**src/rtl/inverter_bist_ctrl.sv**
```systemverilog
// Built-in self-test sequencer for a single-bit inverting gate.
// Optional STOP_ON_ERR_EN: end the run on the first mismatch.
module inverter_bist_ctrl #(
  parameter int N_PATTERNS    = 8,
  parameter int SETTLE_CYCLES = 2,
  parameter int CNT_W         = 8
) (
  input  logic             clk,
  input  logic             rst,
  input  logic             start,
  input  logic             dut_out,
  output logic             dut_in,
  output logic             busy,
  output logic             done,
  output logic             pass,
  output logic [CNT_W-1:0] err_count,
  output logic [CNT_W-1:0] pattern_idx
);

  localparam int SW =
    (SETTLE_CYCLES > 1) ? $clog2(SETTLE_CYCLES) : 1;
  localparam logic [SW-1:0] SLAST =
    SW'(SETTLE_CYCLES - 1);
  localparam logic [CNT_W-1:0] PLAST =
    CNT_W'(N_PATTERNS - 1);
  localparam logic [CNT_W-1:0] EMAX = '1;

  typedef enum logic [2:0] {
    S_IDLE,
    S_DRIVE,
    S_SETTLE,
    S_SAMPLE,
    S_DONE
  } state_t;

  state_t           r_state;
  logic [SW-1:0]    r_cnt;
  logic             r_dut_in;
  logic             r_busy;
  logic             r_done;
  logic             r_pass;
  logic [CNT_W-1:0] r_err;
  logic [CNT_W-1:0] r_idx;

  logic             w_mismatch;
  logic             w_last;
  logic             w_stop;
  logic [CNT_W-1:0] w_err_nxt;

  // A healthy inverter drives the complement of what we apply.
  assign w_mismatch = (dut_out == r_dut_in);
  assign w_last     = (r_idx == PLAST);
  assign w_err_nxt  = (w_mismatch && r_err != EMAX)
                    ? r_err + 1'b1 : r_err;

`ifdef STOP_ON_ERR_EN
  assign w_stop = w_last | w_mismatch;
`else
  assign w_stop = w_last;
`endif

  // Sequencer FSM with all outputs registered.
  always_ff @(posedge clk) begin
    if (rst) begin
      r_state  <= S_IDLE;
      r_cnt    <= '0;
      r_dut_in <= 1'b0;
      r_busy   <= 1'b0;
      r_done   <= 1'b0;
      r_pass   <= 1'b0;
      r_err    <= '0;
      r_idx    <= '0;
    end else begin
      unique case (r_state)
        S_IDLE, S_DONE: begin
          if (start) begin
            r_state <= S_DRIVE;
            r_cnt   <= '0;
            r_err   <= '0;
            r_idx   <= '0;
            r_busy  <= 1'b1;
            r_done  <= 1'b0;
            r_pass  <= 1'b0;
          end
        end
        S_DRIVE: begin
          r_dut_in <= r_idx[0];
          r_cnt    <= '0;
          r_state  <= S_SETTLE;
        end
        S_SETTLE: begin
          if (r_cnt == SLAST) begin
            r_cnt   <= '0;
            r_state <= S_SAMPLE;
          end else begin
            r_cnt <= r_cnt + 1'b1;
          end
        end
        S_SAMPLE: begin
          r_err <= w_err_nxt;
          if (w_stop) begin
            r_state <= S_DONE;
            r_busy  <= 1'b0;
            r_done  <= 1'b1;
            r_pass  <= (w_err_nxt == '0);
          end else begin
            r_idx   <= r_idx + 1'b1;
            r_state <= S_DRIVE;
          end
        end
        default: r_state <= S_IDLE;
      endcase
    end
  end

  assign dut_in      = r_dut_in;
  assign busy        = r_busy;
  assign done        = r_done;
  assign pass        = r_pass;
  assign err_count   = r_err;
  assign pattern_idx = r_idx;

endmodule

```
**config.mk**
```make
export PLATFORM = sky130hd
export DESIGN_NAME = inverter_bist_ctrl
export DESIGN_NICKNAME = d
export VERILOG_FILES = /design/src/rtl/inverter_bist_ctrl.sv
export SDC_FILE = /design/constraint.sdc
export NUM_CORES = 1
export LEC_CHECK = 0
export ABC_AREA = 1
export BUFFER_PORTS_ARGS = -buffer_cell sky130_fd_sc_hd__buf_2
export CORE_UTILIZATION = 49
export CTS_CLUSTER_SIZE = 20
export DETAILED_ROUTE_END_ITERATION = 10
export PLACE_DENSITY = 0.83
export SLEW_MARGIN = 20
export SYNTH_ARGS = -nofsm -noshare
export SYNTH_HDL_FRONTEND = slang
export SYNTH_SLANG_ARGS = --single-unit
```
**constraint.sdc**
```tcl
create_clock -name clk -period 1.5 [get_ports clk]
set_input_delay 0.15 -clock clk [delete_from_list [all_inputs] [get_ports clk]]
set_output_delay 0.15 -clock clk [all_outputs]
set_load 0.05 [all_outputs]
```
Word-level counts from Yosys, hierarchy flattened. Index checks and enable logic that the tools add are counted.

Register bits after elaboration: 24. Bits in latches: 0. Memory bits (writable): 0. Memory bits (read-only): 0. Input port bits: 4. Output and inout bits: 20. Word-level logic and storage cells: 52. Memories kept: 0.

Add/subtract/negate cells: 3. Multipliers: 0. Divide/modulo/power cells: 0. Order comparisons: 0. Equal/unequal tests: 11. Shift operators: 0. Multiplexer cells: 19. Bitwise gates (word level): 0. Reductions and logical operators: 11.

Operators by type and width (count): 8-bit case mux with 2 select lines (2); 8-bit two-way mux (3); 8-bit by 1-bit adder with 8-bit output, second input constant (2); 3-bit case mux with 4 select lines (1); 3-bit two-way mux (3); 8-bit by 3-bit equality test with 1-bit output, second input constant (1); 8-bit zero test (1); 2-bit inequality test, second input constant (4); 8-bit inequality test, second input constant (1); 3-bit by 2-bit equality test with 1-bit output, second input constant (2); 1-bit two-way mux (6); 1-bit case mux with 2 select lines (3); 2-bit AND reduction (3); 3-bit AND reduction (2); 3-bit by 1-bit equality test with 1-bit output, second input constant (1); 3-bit equality test, second input constant (1); 3-bit zero test (1); 1-bit case mux with 3 select lines (1); 3-bit nonzero test (1); 2-bit nonzero test (1); 2-bit OR reduction (1); 1-bit adder, second input constant (1); 1-bit equality test (1); 1-bit logical AND (1).

Logic depth before layout (Yosys ltp).
Depth after elaboration: 6. Depth in mapped cells: 12. Gate-level depth less buffers: 12.

Least setup slack after synthesis. Ideal clock, no wire load.

Path type: register to register. Start point: register r_idx[0] (netlist: pattern_idx[0]). End point: register r_idx[5] (netlist: pattern_idx[5]). Arrival time: 1.759 ns. Data required time: 1.385 ns. Setup slack: -0.373 ns. Stages on the path, launching flop included: 11. Buffers on the path: 0. Cells stage by stage: dfxtp_1 ha_1 nand2_1 nor3_1 nand2_1 nor2_4 nor2_4 nand3_2 nor2_1 nor2_1 nor2_1.

Word-level cells in the longest chain between the ends: 3. Elaborated cells between the ends (all ways): 6. Those cells by class: add/sub (1); eq/ne (2); mux (2); reduce/logical (1).

RTL lines: from (decl) (RTL line 43) `logic [CNT_W-1:0] r_idx;`; from (signal assigned) (RTL line 107) `r_idx <= r_idx + 1'b1;`; 8-bit by 1-bit adder with 8-bit output or 8-bit by 3-bit equality test with 1-bit output (tied branches) (RTL line 107, 52); 8-bit two-way mux or 2-bit inequality test (tied branches); 8-bit case mux with 2 select lines or 3-bit AND reduction (tied branches).

Several ways; a longest one is shown, not always the timed one. The select of a mux whose other input is x is not followed. A chain may end at the register's enable or synchronous reset.

Worst setup path after layout.
Start point: register r_err[1] (netlist: err_count[1]). End point: register r_pass (netlist: pass).

Word-level cells in the longest chain between the ends: 6. Elaborated cells between the ends (all ways): 7. Those cells by class: add/sub (1); eq/ne (1); mux (3); reduce/logical (2).

RTL lines: from (decl) (RTL line 42) `logic [CNT_W-1:0] r_err;`; from (signal assigned) (RTL line 100) `r_err <= w_err_nxt;`; branches (longest 2 deep; another with 8-bit by 1-bit adder with 8-bit output); 8-bit two-way mux * (RTL line 54) `? r_err + 1'b1 : r_err;`; 8-bit zero test * (RTL line 105) `r_pass <= (w_err_nxt == '0);`; 1-bit two-way mux * (RTL line 101) `if (w_stop) begin`; 1-bit case mux with 2 select lines * (RTL line 74) `unique case (r_state)`; to (signal assigned) (RTL line 105); to (decl) (RTL line 41) `logic r_pass;`.

Every way passes the cells marked *. The select of a mux whose other input is x is not followed.

==> metrics <==
DP Worst Slack=0.0266 ns; Final Setup Violations=2; Top FF cell, synth=dfxtp_1; RR Endpoint=pass; I/O pin total=24; WHS Endpoint=pattern_idx[5]; core box area=2730 um2; routed wire length=3.54 mm; hold-critical path depth=4; Synth area leaders=dfxtp_1, nand2_1, a21oi_1; WS Path Type=reg2reg; DRC=0; wire per inst=12.7 um; hold_sp=start; clk_skew=0.00202 ns; syn nets=214; Seq cells post-synth=24; fill count=242; Worst Path Arrival=1.82 ns; Buf+Inv Stages, Crit Path=1; cell area power density=968 nW/um2; TNS Setup=-0.0489 ns; vias per cell=5.27; dominant cell type by area after synthesis=dfxtp_1; Rel. slew slack=73.8%; Reg2Reg Setup Slack=-0.05 ns; first-pass GRT wire length=5.36 mm; grt ovf=0; initial core utilization=51.1%; setup slack after layout=-0.0455 ns; First-pass DRT Iterations=5; Longest Clk Path Bufs=2; Switching Share=36.4%; CP max FO=6; Final HPWL DP=2.31 mm; Slowest Stage Delay on Critical Path=0.38 ns; maximum vdd drop=0.844 mV; CTS tree=yes; Distinct cells, synth=29; via count=1464; post-synthesis sequential area ratio=34.4%; share of cells above drive strength 1=39.3%; Crit path top cell by count=nand2_4; Clock Sink Count=24; CP cell instances=ha_4 > nand2_4 > nor2_4 > nand2_4 > nand2_8 > inv_6 > nand2_2 > o21ai_2 > nor2_1 > nand3_1 > a21oi_2; clk_lat worst skew=0.32 ns; worst r2r src=err_count[1]; area post-placement=1640 um2; CTS Buf Count=3; Sequential Power Share=40.2%; worst r2r path cells=11; clk root buf=clkbuf_4; post-synthesis average cell area=6.72 um2; CP max stage cell=dfxtp_4; Final Power=1.78 mW; worst slew pin tran=0.393 ns; Clock power frac=26.6%; Worst-path clk slew=0.13 ns; type of origin of the critical path=register; Top delay family on crit path=simple AND/OR/NAND/NOR gates; EDFF count, synth=0; commonest non-fill, non-tap cells in the layout=nand2_1, inv_1, buf_2, a21oi_1; post-route cell area=1840 um2; Slew Limit Fails=0; Tcrit/Tclk final=103%; Max Fclk=647 MHz; DIE AREA=3070 um2; commonest non-fill, non-tap cell in the layout=nand2_1; CP Data Required Time=1.77 ns; Power Internal=1.13 mW; Final Wtd Congestion=0.886; post-synthesis cell count=208; chip height=55.4 um; min cycle time layout=1.55 ns; Leakage=0.822 nW; Post-synth ARST share=0%; failing checks=negative setup slack; DRT antenna net count=0; vias in the first global route=1295; largest net degree at the start of global routing=22; CTS H-tree lvls=1; CP endpoint kind=register; port bufs=23; YS warnings=0; Synth top area share=34.4%; P&R area growth vs syn=31.5%; num rows=19; Net Switching=0.648 mW; netlist area before placement=1400 um2; initial antenna violation count=0; All-Layer GR Usage=21.5%; Die Wd=55.4 um; Final nets=254; ant diodes=0; type of the tightest min-delay check=in2reg; DRT iter0 DRCs=42; Logic pwr share=33.3%; Max Cap Viol=0; status=finished, violations left; RSZ-0062 raised after global routing=yes; Fin. Hold Viols=0
[cell type report]
class / count / area (um2) / share of cell area, %
multi-input cells: 152 / 887 / 48.3
clock buffers: 3 / 22.5 / 1.23
clock inverters: 1 / 30.0 / 1.63
repair buffers: 37 / 224 / 12.2
well taps: 31 / 38.8 / 2.11
inverters: 30 / 125 / 6.81
flip-flops and latches: 24 / 510 / 27.8
[cell usage after synthesis, types with 2 or more instances]
library cell and number:
o21ai_1 2, a21oi_1 21, nor2_1 13, ha_1 2
nor2_4 4, nand2_4 3, inv_1 23, nand3_1 14
or2_1 2, xor2_1 4, dfxtp_1 24, nand2_2 3
nor3_1 3, inv_2 6, nand3_2 3, nand2_1 64
nand4_1 5
[kinds of logic (layout without fill, tap and decap cells)]
group,after synthesis,in the layout,synth area share (%)
fa+ha+maj,2,2,1.79
buf+inv,32,71,9.04
flops,24,24,34.4
xor+xnor,4,4,2.51
simple gates,117,117,40.7
compound gates,29,29,11.5
[state kept, by name, indices dropped and copies added (netlist names)]
name         count
busy             1
done             1
dut_in           1
err_count        8
pass             1
pattern_idx      8
r_cnt            1
r_state          3
[what timing repair did]
item,in CTS,in global routing
setup buffers,2,6
resized for setup,0,23
pin swaps,1,19
hold buffers,0,0
setup endpoints to repair,1,9
[metrics by stage]
step,hold WS [ns],instances,util (%)
4_1_cts,0.170,272,62.6
6_report,0.208,278,67.2
2_1_floorplan,0.312,208,-
3_3_place_gp,0.455,266,60.1
3_5_place_dp,0.465,266,60.1
5_1_grt,0.211,278,67.2
[worst min-delay path, stage by stage]
cell	delay (ns)
buf_2	0.11
a21oi_1	0.12
nand2_1	0.09
nor2_1	0.04
[per-layer routing]
layer	vias to the layer above	global-route usage (%)	share of wire, %
met2	38	37.7	53
met3	5	2.34	2.7
met5	-	0	0
met4	0	8.57	1.3
li1	742	-	-
met1	679	26.8	43
[how the worst max path moves through the flow]
stage	from	end	slack, ns	cells after the start
final	err_count[1]	pass	-0.05	11
after floorplan	pattern_idx[7]	pattern_idx[5]	-0.005	9
after CTS	pattern_idx[0]	pass	0.003	9
after detailed placement	pattern_idx[0]	pattern_idx[5]	0.03	11
after global placement	err_count[0]	pass	0.08	11
after global routing	err_count[1]	pass	-0.12	11
[power groups by stage]
stage | sequential, mW | combinational [mW] | clock, mW
final | 0.714 | 0.592 | 0.472
after global routing | 0.720 | 0.641 | 0.504
after CTS | 0.715 | 0.511 | 0.482
after detailed placement | 0.733 | 0.501 | 0
after global placement | 0.730 | 0.498 | 0
after floorplan | 0.798 | 0.303 | 0
No activity file was read; power rests on OpenSTA's default activity.
